<file path="src/rtl/spi_pkg.sv">
// Shared types and sizing helpers for the SPI responder.
package spi_pkg;

    localparam int SPI_DATA_W = 8;

    function automatic int bit_cnt_w(input int data_w);
        return $clog2(data_w + 1);
    endfunction

    localparam int BIT_CNT_W = bit_cnt_w(SPI_DATA_W);

    typedef struct packed {
        logic cpol;
        logic cpha;
    } spi_mode_t;

    typedef enum logic {
        IDLE,
        XFER
    } spi_slv_state_e;

endpackage

</file>
<file path="src/rtl/spi_sync_edge.sv">
// Multi-stage synchroniser for an asynchronous pin followed by registered rise/fall detect.
module spi_sync_edge #(
    parameter int   STAGES    = 2,
    parameter logic RESET_VAL = 1'b0
) (
    input  logic clk,
    input  logic rst_n,
    input  logic din,
    output logic rise,
    output logic fall
);

    logic [STAGES-1:0] sync;
    logic              hist;

    // NOTE: sequential state uses non-blocking assignments so every flop samples pre-edge values.
    always_ff @(posedge clk or negedge rst_n) begin
        if (!rst_n) begin
            sync <= {STAGES{RESET_VAL}};
            hist <= RESET_VAL;
            rise <= 1'b0;
            fall <= 1'b0;
        end else begin
            sync <= {sync[STAGES-2:0], din};
            hist <= sync[STAGES-1];
            rise <= sync[STAGES-1] & ~hist;
            fall <= ~sync[STAGES-1] & hist;
        end
    end

endmodule

</file>
<file path="src/rtl/spi_slave.sv">
// SPI responder: oversampled SCLK/SS_N/MOSI, MSB-first shift registers, buffered TX byte.
module spi_slave
    import spi_pkg::*;
#(
    parameter int DATA_W      = 8,
    parameter int SYNC_STAGES = 2
) (
    input  logic              clk_i,
    input  logic              reset_ni,
    input  logic              cpol_i,
    input  logic              cpha_i,
    input  logic              sclk_i,
    input  logic              ss_ni,
    input  logic              mosi_i,
    output logic              miso_o,
    output logic              miso_oe_o,
    input  logic [DATA_W-1:0] tx_data_i,
    input  logic              tx_load_i,
    output logic              tx_ready_o,
    output logic [DATA_W-1:0] rx_data_o,
    output logic              rx_done_tick_o,
    output logic              underrun_tick_o,
    output logic              busy_o
);

    localparam int CNT_W = bit_cnt_w(DATA_W);

    spi_mode_t         mode;
    spi_slv_state_e    state, state_next;

    logic              sclk_rise, sclk_fall, ss_rise, ss_fall;
    logic [SYNC_STAGES-1:0] mosi_sync;
    logic              mosi_s;

    logic [DATA_W-1:0] tx_shift, rx_shift, tx_buf;
    logic              tx_full;
    logic [CNT_W-1:0]  bit_cnt;
    logic              reload_armed, first_lead;

    logic              lead_edge, trail_edge, sample_edge, shift_edge;
    logic              start, abort, do_sample, do_shift, reload, skip_shift;
    logic              consume, load_ok, last_bit;

    assign mode.cpol = cpol_i;
    assign mode.cpha = cpha_i;

    spi_sync_edge #(.STAGES(SYNC_STAGES), .RESET_VAL(1'b0)) u_sclk_sync (
        .clk   (clk_i),
        .rst_n (reset_ni),
        .din   (sclk_i),
        .rise  (sclk_rise),
        .fall  (sclk_fall)
    );

    // SS_N idles high, so its synchroniser resets high to avoid a false select.
    spi_sync_edge #(.STAGES(SYNC_STAGES), .RESET_VAL(1'b1)) u_ss_sync (
        .clk   (clk_i),
        .rst_n (reset_ni),
        .din   (ss_ni),
        .rise  (ss_rise),
        .fall  (ss_fall)
    );

    always_ff @(posedge clk_i or negedge reset_ni) begin
        if (!reset_ni) mosi_sync <= '0;
        else           mosi_sync <= {mosi_sync[SYNC_STAGES-2:0], mosi_i};
    end
    assign mosi_s = mosi_sync[SYNC_STAGES-1];

    always_ff @(posedge clk_i or negedge reset_ni) begin
        if (!reset_ni) state <= IDLE;
        else           state <= state_next;
    end

    // NOTE: every always_comb output gets a default first so no path can infer a latch.
    always_comb begin
        state_next = state;
        start      = 1'b0;
        abort      = 1'b0;
        unique case (state)
            IDLE: if (ss_fall) begin
                state_next = XFER;
                start      = 1'b1;
            end
            XFER: if (ss_rise) begin
                state_next = IDLE;
                abort      = 1'b1;
            end
            default: state_next = IDLE;
        endcase
    end

    always_comb begin
        lead_edge   = mode.cpol ? sclk_fall : sclk_rise;
        trail_edge  = mode.cpol ? sclk_rise : sclk_fall;
        sample_edge = mode.cpha ? trail_edge : lead_edge;
        shift_edge  = mode.cpha ? lead_edge : trail_edge;

        do_sample  = (state == XFER) && !abort && sample_edge;
        do_shift   = (state == XFER) && !abort && shift_edge;
        reload     = do_shift && reload_armed;
        // With cpha=1 the first leading edge of a word keeps the MSB that was loaded at select.
        skip_shift = do_shift && mode.cpha && first_lead && !reload_armed;
        consume    = start || reload;
        load_ok    = tx_load_i && !tx_full;
        last_bit   = (bit_cnt == CNT_W'(DATA_W - 1));
    end

    always_ff @(posedge clk_i or negedge reset_ni) begin
        if (!reset_ni) begin
            tx_buf          <= '0;
            tx_full         <= 1'b0;
            tx_shift        <= '0;
            rx_shift        <= '0;
            rx_data_o       <= '0;
            rx_done_tick_o  <= 1'b0;
            underrun_tick_o <= 1'b0;
            bit_cnt         <= '0;
            reload_armed    <= 1'b0;
            first_lead      <= 1'b0;
        end else begin
            rx_done_tick_o  <= 1'b0;
            underrun_tick_o <= 1'b0;

            // A consume reads the old buffer; a same-cycle load refills it.
            if (load_ok) begin
                tx_buf  <= tx_data_i;
                tx_full <= 1'b1;
            end else if (consume) begin
                tx_full <= 1'b0;
            end

            if (consume) begin
                tx_shift        <= tx_full ? tx_buf : '0;
                underrun_tick_o <= !tx_full;
            end else if (do_shift && !skip_shift) begin
                tx_shift <= {tx_shift[DATA_W-2:0], 1'b0};
            end

            if (start) begin
                bit_cnt      <= '0;
                reload_armed <= 1'b0;
                first_lead   <= 1'b1;
            end else if (abort) begin
                bit_cnt      <= '0;
                reload_armed <= 1'b0;
                first_lead   <= 1'b0;
            end else begin
                if (do_sample) begin
                    rx_shift <= {rx_shift[DATA_W-2:0], mosi_s};
                    if (last_bit) begin
                        rx_data_o      <= {rx_shift[DATA_W-2:0], mosi_s};
                        rx_done_tick_o <= 1'b1;
                        bit_cnt        <= '0;
                        reload_armed   <= 1'b1;
                    end else begin
                        bit_cnt <= bit_cnt + CNT_W'(1);
                    end
                end
                if (reload) reload_armed <= 1'b0;
                if (do_shift && mode.cpha) first_lead <= 1'b0;
            end
        end
    end

    assign busy_o     = (state == XFER);
    assign miso_oe_o  = (state == XFER);
    assign miso_o     = miso_oe_o ? tx_shift[DATA_W-1] : 1'b0;
    assign tx_ready_o = !tx_full;

endmodule

</file>
<file path="config.mk">
export PLATFORM = sky130hd
export DESIGN_NAME = spi_slave
export DESIGN_NICKNAME = d
export VERILOG_FILES = /design/src/rtl/spi_pkg.sv /design/src/rtl/spi_sync_edge.sv /design/src/rtl/spi_slave.sv
export SDC_FILE = /design/constraint.sdc
export NUM_CORES = 1
export LEC_CHECK = 0
export ABC_AREA = 1
export ABC_CLOCK_PERIOD_IN_PS = 2700
export CORE_AREA = 8 8 78 80
export CTS_BUF_LIST = sky130_fd_sc_hd__clkbuf_2 sky130_fd_sc_hd__clkbuf_4 sky130_fd_sc_hd__clkbuf_8
export DETAILED_ROUTE_END_ITERATION = 8
export DIE_AREA = 0 0 86 88
export DONT_BUFFER_PORTS = 1
export PLACE_DENSITY_LB_ADDON = 0.08
export SETUP_SLACK_MARGIN = 0.5
export SKIP_LAST_GASP = 1
export SLEW_MARGIN = 15
export SYNTH_ARGS = -nofsm -noshare
export SYNTH_HDL_FRONTEND = slang
export SYNTH_HIERARCHICAL = 1
export SYNTH_SLANG_ARGS = --single-unit
</file>
<file path="constraint.sdc">
create_clock -name clk_i -period 2.7 [get_ports clk_i]
set_input_delay 0.54 -clock clk_i [delete_from_list [all_inputs] [get_ports clk_i]]
set_output_delay 0.54 -clock clk_i [all_outputs]
set_load 0.05 [all_outputs]
</file>
---- Word-level counts from Yosys, hierarchy flattened ----
Index checks and enable logic that the tools add are counted.
storage, ports and cells
  register bits ........................... 53
  bits of input ports ..................... 16
  logic and storage cells ................. 89
cells by class
  $add $sub $neg .......................... 1
  reduce and logical (&&, ||, !) cells .... 23
  eq/ne operators ......................... 1
  bitwise gates (word level) .............. 11
  mux-type cells .......................... 33
operators by type and width
  cell                                           number
  two-way mux 1 bit                              25
  two-way mux 8 bit                              3
  two-way mux 4 bit                              4
  logical AND 1 bit                              9
  nonzero test 4 bit                             2
  inverter 1 bit                                 7
  nonzero test 3 bit                             2
  adder 4 x 1 -> 4 bit, second input constant    1
  AND 1 bit                                      4
  == test 4 x 3 -> 1 bit, second input constant  1
  zero test 1 bit                                4
  AND reduction 4 bit                            1
  nonzero test 2 bit                             2
  AND reduction 3 bit                            1
  case mux 1 bit (2 select lines)                1
  AND reduction 2 bit                            1
  logical OR 1 bit                               1

---- Logic depth before layout (Yosys ltp) ----
Gate-level depths: netlist (run 1).
  depth after elaboration ................. 12
  mapped depth ............................ 10
  depth with buffers taken out ............ 9

---- Hierarchy ----
Netlist (run 1), hierarchy kept.
modules (own cells, without submodules)
  module                       sequential area each (µm²)  times used  area an instance (µm²)  cells an instance
  spi_slave                    1076.0                      1           1941.9                  206
  spi_sync_edge (u_ss_sync)    128.9                       1           143.9                   9
  spi_sync_edge (u_sclk_sync)  125.1                       1           140.1                   9

---- Worst setup path before layout (run 1) ----
No wires, ideal clock.
  kind .................................... reg-to-reg
  start ................................... reg state (netlist: busy_o)
  end ..................................... reg tx_shift[1]
  setup slack ............................. 1.071 ns
  path buffers ............................ 1
  setup time .............................. 0.116 ns
  clock period less this slack ............ 1.629 ns
  stages on the path, launching flop included .. 9
  data arrival time ....................... 1.512 ns
  data required time ...................... 2.584 ns
  cells stage by stage .................... dfrtp_1 -> inv_1 -> nor2_2 -> buf_4 -> nand3_2 -> nand2_4 -> inv_2 -> nand2_1 -> nand2_1
between the ends
  word-level cells in the longest chain between the ends .. 10
  elaborated cells on any way between the ends .. 14
  those cells by class .................... mux (3); reduce/logical (11)
RTL lines
  what                                 line              text
  start, declared                      spi_slave.sv:29   spi_slv_state_e state, state_next;
  start signal, assigned               spi_slave.sv:72   else state <= state_next;
  two-way mux 1 bit                    spi_slave.sv:80   unique case (state)
  zero test 1 bit                      spi_slave.sv:100  do_shift = (state == XFER) && !abort && shift_edge;
  logical AND 1 bit (2 in a row)       spi_slave.sv:100
  logical AND 1 bit (3 in a row)       spi_slave.sv:103  skip_shift = do_shift && mode.cpha && first_lead && !reload_armed;
  zero test 1 bit                      spi_slave.sv:136  end else if (do_shift && !skip_shift) begin
  logical AND 1 bit                    spi_slave.sv:136
  nonzero test 2 bit (no source line)  n/a
  end signal, assigned                 spi_slave.sv:134  tx_shift <= tx_full ? tx_buf : '0;
  end signal, assigned                 spi_slave.sv:137  tx_shift <= {tx_shift[DATA_W-2:0], 1'b0};
  end, declared                        spi_slave.sv:35   logic [DATA_W-1:0] tx_shift, rx_shift, tx_buf;
Parallel ways exist; a longest one is shown, timed or not.
A chain may end at the register's enable or synchronous reset.

---- Worst setup path after layout (run 1) ----
  start ................................... reg state (netlist: busy_o)
  end ..................................... reg rx_data_o[0]
between the ends
  word-level cells in the longest chain between the ends .. 5
  elaborated cells on any way between the ends .. 8
  those cells by class .................... mux (2); bitwise (2); reduce/logical (4)
RTL lines
  what                                      line              text
  two-way mux 1 bit                         spi_slave.sv:80
  zero test 1 bit                           spi_slave.sv:99   do_sample = (state == XFER) && !abort && sample_edge;
  logical AND 1 bit (2 in a row)            spi_slave.sv:99
  AND reduction 4 bit (no source line) (*)  n/a
  end signal, assigned                      spi_slave.sv:152  rx_data_o <= {rx_shift[DATA_W-2:0], mosi_s};
  end, declared                             spi_slave.sv:20   output logic [DATA_W-1:0] rx_data_o,
Every way passes the cells marked *; elsewhere a longest branch is shown, timed or not.

==> results.json, run 1 <==
{
  "status": "completed",
  "drc": 0,
  "grt_max_degree": 51,
  "endpoint_kind": "register",
  "cts_tree": "yes",
  "finalCriticalPeriod_ps": 1973,
  "ys_seq_area_share_pct": 59.75,
  "fin_nets": 244,
  "critical_path.slowest_cell": "dfrtp_1",
  "met3_usage_pct": 4.315,
  "r2r-start": "busy_o$_DFF_PN0_",
  "crit_required_ps": 2880,
  "synth_fp_nets": 241,
  "p_leak_uw": 0.001193,
  "io_buffers": 0,
  "p_seq_share_pct": 56.7,
  "cts.clk_slew.worst_paths_ps": 90,
  "p_comb_share_pct": 22.7,
  "worstMarginPinSlew_ps": 498.0,
  "finalClockSkew_ps": 5.885,
  "cts_buffers": 5,
  "r2r_slack_ps": 730,
  "drive_above_1_share_pct": 18.86,
  "fp.dieH_um": 88,
  "postCtsSetupBuffers": 0,
  "syn_area_per_cell_um2": 9.937,
  "ctsHoldBuffers": 1,
  "core_mm2": 0.004912,
  "power_density_mw_per_mm2": 866.0,
  "internal_power_uw": 1367,
  "cpPeakStageDelay_ps": 400,
  "cts_sinks": 53,
  "netSwitchingPower_uw": 705.2,
  "yosys_register_bits": 53,
  "worstPathArrival_ps": 2160,
  "die_area_mm2": 0.007568,
  "synthAdderAreaFrac_pct": 0.5621,
  "crit_chain": "inv_1, nor2_2, nand3_2, nor2_4, inv_2, nand2_1, o21ai_2",
  "overflow": 0,
  "die_w_um": 86,
  "synthSimpleGateAreaFrac_pct": 23.05,
  "drv_slew": 0,
  "grt_pass1_vias": 1466,
  "final_common_cell": "nand2_1",
  "clock_latency_ps": 300,
  "dp_slack_ps": 724.9,
  "antenna_found_initial": 0,
  "cts-root-buf": "clkbuf_8",
  "ctsLongestPathBuffers": 2,
  "grt.busiest_layer": "met2",
  "dr_total_vias": 1450,
  "cp_max_fo": 21,
  "place.gp.congestion": 0.8072,
  "hold_violations": 0,
  "netlist_area_mm2": 0.002226,
  "reg2reg_to": "rx_data_o[0]$_DFFE_PN0P_",
  "drt_iter0_markers": 61,
  "hpwl_um": 2671,
  "critPathLaunchType": "register",
  "synth_cell_type_count": 25,
  "placementRows": 26,
  "fmax_mhz": 506.8,
  "ant_nets": 0,
  "diodes": 0,
  "ys_warn_count": 6,
  "clock_power_share_pct": 20.6,
  "fin_ws_ps": 727.0,
  "synth_xor_area_share_pct": 0.3935,
  "min_path_type": "in -> async",
  "grtUsageTotal_pct": 10.79,
  "grt_use_met1_pct": 11.62,
  "netlist_instances": 224,
  "slew_headroom_pct": 66.80,
  "drt-wirelength-per-cell_um": 12.21,
  "r2r_cells": 7,
  "maxCapViolCount": 0,
  "vias_per_cell": 4.866,
  "area_growth_pct": 7.476,
  "layout_common_cells": "nand2_1, dfrtp_1, nand3_1",
  "ctsResizeCount": 0,
  "drt_pass1_iterations": 4,
  "final.period_utilization_pct": 73.07,
  "switching_share_pct": 34.04,
  "htreeDepth": 2,
  "synth_mux_area_share_pct": 4.047,
  "setup_viol": 0,
  "crit_type": "reg -> reg",
  "rsz0062_at_grt": "false",
  "initial_core_util_pct": 45.31,
  "irDropWorstVdd_uv": 400.8,
  "synth_top_family_by_area": "simple AND/OR/NAND/NOR gates",
  "wirelength_um": 3638,
  "met2_usage_pct": 18.54,
  "grt_pass1_wl_um": 6465,
  "setup_tns_ps": 0,
  "top_level_ports": 30,
  "synth_compound_area_share_pct": 6.239
}
## worst max path at each step
stage	slack [ps]	end	from	cells past startpoint
6_report	730	rx_data_o[0]$_DFFE_PN0P_	busy_o$_DFF_PN0_	7
4_1_cts	700	rx_data_o[3]$_DFFE_PN0P_	busy_o$_DFF_PN0_	7
2_1_floorplan	1070	tx_shift[1]$_DFFE_PN0P_	busy_o$_DFF_PN0_	8
3_5_place_dp	720	rx_data_o[3]$_DFFE_PN0P_	busy_o$_DFF_PN0_	7
5_1_grt	520	rx_data_o[0]$_DFFE_PN0P_	busy_o$_DFF_PN0_	7
3_3_place_gp	800	rx_data_o[0]$_DFFE_PN0P_	busy_o$_DFF_PN0_	7
## registers in the layout, indices dropped and copies added, names as in the netlist, 2 cells and up
name / count
bit_cnt: 4
mosi_sync: 2
rx_data_o: 8
rx_shift: 7
tx_buf: 8
tx_shift: 8
u_sclk_sync/sync: 2
u_ss_sync/sync: 2
## cell type report
class / count / area, um2
Clock buffer: 5 / 68.82
Clock inverter: 3 / 17.52
Fill cell: 468 / 2520
Inverter: 24 / 90.09
Multi-Input combinational cell: 141 / 763.2
Sequential cell: 53 / 1330
Tap cell: 70 / 87.58
Timing Repair Buffer: 2 / 35.03
## power groups by stage
| stage | logic [uW] | clock network (uW) | registers, uW |
|---|---|---|---|
| after floorplan | 416 | 0 | 1150 |
| after global placement | 449 | 0 | 1180 |
| after detailed placement | 462 | 0 | 1190 |
| after CTS | 482 | 449 | 1180 |
| after global routing | 551 | 477 | 1200 |
| final | 471 | 426 | 1170 |
## cells by family after synthesis
| logic type | Yosys count |
|---|---|
| compound gates | 21 |
| fa+ha+maj | 1 |
| buf+inv | 30 |
| xor+xnor | 1 |
| simple gates | 110 |
| flops | 53 |
| mux | 8 |
## per-layer routing
layer / part of all wire, % / wire (um) / vias up
met5: 0 / 0 / -
met4: 1.5 / 53 / 0
met3: 6.7 / 244 / 6
met2: 48 / 1754 / 29
met1: 44 / 1586 / 681
li1: - / - / 734
## cells in the mapped netlist
cell | instances | share of area [%]
nand2_1 | 60 | 10
dfrtp_1 | 50 | 56
nand3_1 | 21 | 4.7
inv_1 | 20 | 3.4
o21ai_0 | 11 | 2.5
nand4_1 | 9 | 2.5
nor2_1 | 9 | 1.5
mux2_2 | 8 | 4.0
o21ai_2 | 6 | 2.4
nand2_2 | 5 | 1.4
inv_2 | 4 | 0.67
a21oi_1 | 3 | 0.67
buf_4 | 3 | 1.0
dfstp_2 | 3 | 3.5
nand3_2 | 2 | 0.90
a21oi_4 | 1 | 0.73
buf_2 | 1 | 0.22
buf_6 | 1 | 0.51
clkbuf_1 | 1 | 0.17
ha_1 | 1 | 0.56
nand2_4 | 1 | 0.51
nand4_2 | 1 | 0.56
nor2_2 | 1 | 0.28
nor2_4 | 1 | 0.51
xnor2_1 | 1 | 0.39
## worst max-delay path: cells and delay by family (launching register included)
family	cells	cell delay, ps
compound gates	1	60
buf+inv	2	270
flops	1	400
simple gates	4	1130
## stage by stage
| stage | hold WS [ps] | cells | power, uW | area, um2 | utilization, % |
|---|---|---|---|---|---|
| CTS | 56.50 | 298 | 2106 | 2392 | 48.70 |
| finish | 68.46 | 298 | 2072 | 2392 | 48.70 |
| floorplan | 244.4 | 224 | 1564 | 2226 | - |
| global route | 49.38 | 298 | 2230 | 2392 | 48.70 |
| global placement | 246.1 | 289 | 1633 | 2278 | 46.38 |
| detailed placement | 246.3 | 289 | 1655 | 2278 | 46.38 |
Note: power is estimated with default switching activity, not from simulation.
==> run 2, diff against run 1 <==
--- a/config.mk
+++ b/config.mk
@@ -6,7 +6,7 @@
 export NUM_CORES = 1
 export LEC_CHECK = 0
 export ABC_AREA = 1
-export ABC_CLOCK_PERIOD_IN_PS = 2700
+export ABC_CLOCK_PERIOD_IN_PS = 1900
 export CORE_AREA = 8 8 78 80
 export CTS_BUF_LIST = sky130_fd_sc_hd__clkbuf_2 sky130_fd_sc_hd__clkbuf_4 sky130_fd_sc_hd__clkbuf_8
 export DETAILED_ROUTE_END_ITERATION = 8
==> constraint.sdc (replaced) <==
create_clock -name clk_i -period 1.9 [get_ports clk_i]
set_input_delay 0.38 -clock clk_i [delete_from_list [all_inputs] [get_ports clk_i]]
set_output_delay 0.38 -clock clk_i [all_outputs]
set_load 0.05 [all_outputs]
==> results.json, run 2 (synthesized netlist as in run 1, its figures left out) <==
{
  "status": "finished with violations",
  "violations": "hold timing",
  "final.period_utilization_pct": 75.57,
  "ctsLongestPathBuffers": 2,
  "diodes": 0,
  "met3_usage_pct": 3.940,
  "initial_core_util_pct": 45.31,
  "slew_headroom_pct": 64.40,
  "place.gp.congestion": 0.7619,
  "nFillCells": 456,
  "drive_above_1_share_pct": 31.12,
  "cts_tree": "yes",
  "htreeDepth": 2,
  "cpPeakStageDelay_ps": 440,
  "placementRows": 26,
  "worstPathArrival_ps": 1060,
  "critical_path.slowest_cell": "dfrtp_2",
  "drt-wirelength-per-cell_um": 12.69,
  "grt_use_met1_pct": 11.62,
  "layout_common_cells": "nand2_1, dfrtp_1, nand3_1",
  "p_leak_uw": 0.001255,
  "grt_pass1_vias": 1492,
  "cp_top_family": "flip-flops",
  "critical_path.startpoint": "busy_o$_DFF_PN0_",
  "crit_chain": "nand2_2, clkinvlp_4",
  "drt_iter0_markers": 46,
  "multiInputGateArea_um2": 860.8,
  "cts_buffers": 5,
  "grt_max_degree": 54,
  "seq_area_mm2": 0.001333,
  "postLayoutCellArea_mm2": 0.002604,
  "antenna_found_initial": 0,
  "hold_violations": 53,
  "fin_ws_ps": 464.2,
  "drc": 0,
  "dr_total_vias": 1527,
  "min_path_type": "in -> async",
  "ant_nets": 0,
  "setup_tns_ps": 0,
  "finalCriticalPeriod_ps": 1436,
  "cts.clk_slew.worst_paths_ps": 90,
  "cp_max_fo": 4,
  "drv_slew": 0,
  "vias_per_cell": 4.910,
  "finalClockSkew_ps": 9.696,
  "core_mm2": 0.004912,
  "clock_latency_ps": 300,
  "final_common_cell": "nand2_1",
  "critPathLaunchType": "register",
  "grt.busiest_layer": "met2",
  "drt_pass1_iterations": 4,
  "endpoint_kind": "primary output",
  "area_growth_pct": 16.98,
  "worstMarginPinSlew_ps": 534.0,
  "overflow": 0,
  "timing.hold.ws_ps": -234.0,
  "cts-root-buf": "clkbuf_8",
  "placed_area_mm2": 0.002313,
  "fmax_mhz": 696.5,
  "grtUsageTotal_pct": 10.93,
  "crit_required_ps": 1520,
  "maxCapViolCount": 0,
  "reg.largest.list": "rx_data_o (8), tx_buf (8), tx_shift (8)",
  "io_buffers": 0,
  "hpwl_um": 2707,
  "fp.dieH_um": 88,
  "fin_util_pct": 53.01,
  "die_w_um": 86,
  "crit_type": "reg -> out",
  "crit_buf_inv": 1,
  "power_density_mw_per_mm2": 1224,
  "irDropWorstVdd_uv": 592.6,
  "grt_pass1_wl_um": 6596,
  "die_area_mm2": 0.007568,
  "wirelength_um": 3948,
  "setup_viol": 0,
  "dp_slack_ps": 466.5,
  "met2_usage_pct": 19.03,
  "rsz0062_at_grt": "true",
  "fin_nets": 257,
  "r2r-start": "bit_cnt[1]$_DFFE_PN0P_",
  "cts_sinks": 53,
  "top_level_ports": 30
}
-- run 2: cell types whose count changed in the layout (fill, tap and decap cells not counted), moves of 2 or more --
| cell | change |
|---|---|
| clkinv_2 | -2 |
| dfrtp_1 | -2 |
| nand3_1 | -3 |
| clkbuf_4 | +2 |
| dfrtp_2 | +2 |
| nand2_1 | -8 |
| nand2_4 | +4 |
| nand2_2 | +4 |
| buf_4 | +11 |
| nand3_4 | +3 |
| inv_1 | -4 |
-- run 2: worst register-to-register path: stages (launching register included) --
cell and delay (ps):
dfrtp_1 410, ha_2 230, nand3_4 100, nor2_4 190, buf_4 160, inv_4 60, o21ai_2 110
-- run 2: per-stage QoR --
step	power (uW)	std cells	hold slack [ps]
2_1_floorplan	2258	224	84.41
3_3_place_gp	2358	292	86.01
3_5_place_dp	2400	292	86.23
4_1_cts	3094	301	-242.5
5_1_grt	3404	311	-254.4
6_report	3186	311	-234.0
-- run 2: cell type report --
class / instances / area share (%)
Tap cell: 70 / 3.364
Timing Repair Buffer: 14 / 4.469
Multi-Input combinational cell: 141 / 33.06
Sequential cell: 53 / 51.18
Clock buffer: 8 / 3.748
Timing Repair inverter: 1 / 0.2403
Inverter: 24 / 3.940
-- run 2: final timing paths --
path	slack, ps	cells past startpoint	end
min	-230	0	u_sclk_sync/rise$_DFF_PN0_
max reg2reg	560	6	rx_data_o[0]$_DFFE_PN0P_
max	460	2	miso_o
min reg2reg	360	0	mosi_sync[1]$_DFF_PN0_
min in group clk_i	70	0	u_ss_sync/sync[0]$_DFF_PN1_
max in group asynchronous	1960	0	u_ss_sync/hist$_DFF_PN1_
-- run 2: per-layer routing --
metal	share of wire (%)	wire length, um	vias to the layer above
met5	0	0	-
met4	1.4	55	0
met3	5.8	230	7
met2	51	2027	29
met1	41	1634	736
li1	-	-	755
-- run 2: what timing repair did --
| item | in CTS | in global routing |
|---|---|---|
| gates cloned | 0 | 1 |
| endpoints found under the hold margin | 53 | 53 |
| pin swaps | 1 | 6 |
| setup buffers | 1 | 9 |
| gates resized for setup | 4 | 28 |
| endpoints found under the setup margin | 10 | 24 |
-- run 2: report_power, final --
group	leakage (uW)	internal [uW]	switching [uW]
sequential	0.000668	1440	226
combinational	0.000534	379	485
clock	0.0000523	326	331
total	0.00126	2140	1040
==> run 3, diff against run 2 <==
--- a/config.mk
+++ b/config.mk
@@ -6,7 +6,7 @@
 export NUM_CORES = 1
 export LEC_CHECK = 0
 export ABC_AREA = 1
-export ABC_CLOCK_PERIOD_IN_PS = 1900
+export ABC_CLOCK_PERIOD_IN_PS = 1400
 export CORE_AREA = 8 8 78 80
 export CTS_BUF_LIST = sky130_fd_sc_hd__clkbuf_2 sky130_fd_sc_hd__clkbuf_4 sky130_fd_sc_hd__clkbuf_8
 export DETAILED_ROUTE_END_ITERATION = 8
==> constraint.sdc (replaced) <==
create_clock -name clk_i -period 1.4 [get_ports clk_i]
set_input_delay 0.28 -clock clk_i [delete_from_list [all_inputs] [get_ports clk_i]]
set_output_delay 0.28 -clock clk_i [all_outputs]
set_load 0.05 [all_outputs]
==> results.json, run 3 (synthesized netlist as in run 1, its figures left out) <==
{
  "final_common_cell": "dfrtp_1",
  "placementRows": 26,
  "overflow": 0,
  "grt_pass1_wl_um": 8473,
  "placed_area_mm2": 0.002410,
  "cts_tree": "yes",
  "timing.hold.ws_ps": -334.6,
  "fmax_mhz": 724.0,
  "reg.largest.list": "rx_data_o (8), tx_buf (8), tx_shift (8)",
  "clock_latency_ps": 300,
  "drt-wirelength-per-cell_um": 15.22,
  "setup_viol": 0,
  "dr_total_vias": 1674,
  "min_path_type": "in -> async",
  "drt_iter0_markers": 101,
  "htreeDepth": 2,
  "nFillCells": 388,
  "postLayoutCellArea_mm2": 0.003212,
  "maxCapViolCount": 0,
  "io_buffers": 0,
  "p_leak_uw": 0.001480,
  "crit_type": "reg -> reg",
  "status": "finished with violations",
  "violations": "hold timing",
  "drc": 0,
  "worstPathArrival_ps": 1620,
  "crit_required_ps": 1640,
  "grt_pass1_vias": 1802,
  "rsz0062_at_grt": "true",
  "post-place-cells": 296,
  "worstMarginPinSlew_ps": 294.4,
  "cts.clk_slew.worst_paths_ps": 100,
  "hpwl_um": 2929,
  "ctsLongestPathBuffers": 2,
  "vias_per_cell": 5.027,
  "critPathLaunchType": "register",
  "final.period_utilization_pct": 98.66,
  "cts_sinks": 53,
  "finalCriticalPeriod_ps": 1381,
  "seq_area_mm2": 0.001344,
  "cts-root-buf": "clkbuf_8",
  "fin_nets": 279,
  "grtUsageTotal_pct": 14.02,
  "slew_headroom_pct": 80.38,
  "ctsHoldBuffers": 3,
  "drt_pass1_iterations": 4,
  "finalClockSkew_ps": 8.666,
  "core_mm2": 0.004912,
  "stdcell_count": 333,
  "cp_max_fo": 5,
  "power_density_mw_per_mm2": 1583,
  "hold_violations": 53,
  "r2r_slack_ps": 20,
  "drv_slew": 0,
  "fin_util_pct": 65.38,
  "die_area_mm2": 0.007568,
  "top_level_ports": 30,
  "place.gp.congestion": 0.7365,
  "dp_slack_ps": -29.34,
  "cts_buffers": 5,
  "reg2reg_to": "bit_cnt[0]$_DFFE_PN0P_",
  "wirelength_um": 5068,
  "fin_ws_ps": 18.82,
  "layout_common_cells": "dfrtp_1, nand2_2, nand2_1",
  "initial_core_util_pct": 45.31,
  "diodes": 0,
  "ant_nets": 0,
  "fp.dieH_um": 88,
  "irDropWorstVdd_uv": 1097,
  "area_growth_pct": 44.29,
  "antenna_found_initial": 0,
  "die_w_um": 86,
  "endpoint_kind": "register",
  "r2r_cells": 8,
  "grt_max_degree": 54,
  "drive_above_1_share_pct": 57.41,
  "multiInputGateArea_mm2": 0.001135,
  "r2r-start": "busy_o$_DFF_PN0_"
}
[run 3: area by class of cell]
cell class,instances,share of cell area (%)
flip-flops and latches,53,41.84
multi-input cells,143,35.33
repair buffers,34,13.40
inverters,24,3.506
well taps,70,2.727
clock buffers,6,2.571
clock inverters,2,0.4285
repair inverters,1,0.1948
[run 3: per-stage QoR]
step	setup TNS, ps	hold slack, ps	power (uW)
after floorplan	-14.88	-15.59	3138
after global placement	0	-14.00	3322
after detailed placement	-124.5	-13.94	3394
after CTS	0	-353.5	4898
after global routing	-557.1	-355.7	5364
final	0	-334.6	5083
[run 3: worst max path at each step]
stage                                 startpoint                  endpoint  cells past startpoint
after floorplan              tx_full$_DFFE_PN0P_     tx_buf[3]$_DFFE_PN0P_                      4
after global placement    bit_cnt[1]$_DFFE_PN0P_  rx_data_o[3]$_DFFE_PN0P_                      6
after detailed placement  bit_cnt[1]$_DFFE_PN0P_  rx_data_o[6]$_DFFE_PN0P_                      6
after CTS                       busy_o$_DFF_PN0_                    miso_o                      2
after global routing            busy_o$_DFF_PN0_  rx_data_o[0]$_DFFE_PN0P_                      7
final                           busy_o$_DFF_PN0_    bit_cnt[0]$_DFFE_PN0P_                      8
[run 3: timing repair]
item / 4_1_cts / 5_1_grt
setup endpoints to repair: 54 / 55
buffers inserted: 14 / 5
hold endpoints to repair: 56 / 53
gates resized for setup: 88 / 36
pin swaps: 16 / 17
cloned: 7 / 0
[run 3: per-layer routing]
layer	wire length (um)	GRT usage [%]
met5	0	0
met4	58	3.503
met3	201	3.940
met2	2765	25.05
met1	2043	16.08
[run 3: report_power, final]
group / switching [uW] / internal (uW) / total [uW]
clock: 494 / 402 / 896
sequential: 374 / 1950 / 2330
combinational: 939 / 922 / 1860
[run 3: critical path: stages (launching register included)]
cell and delay [ps]:
dfrtp_2 440, inv_4 50, nor2_4 190, nand3_4 140
buf_6 150, buf_8 130, nor2_4 70, nor2_1 40
a21oi_1 100
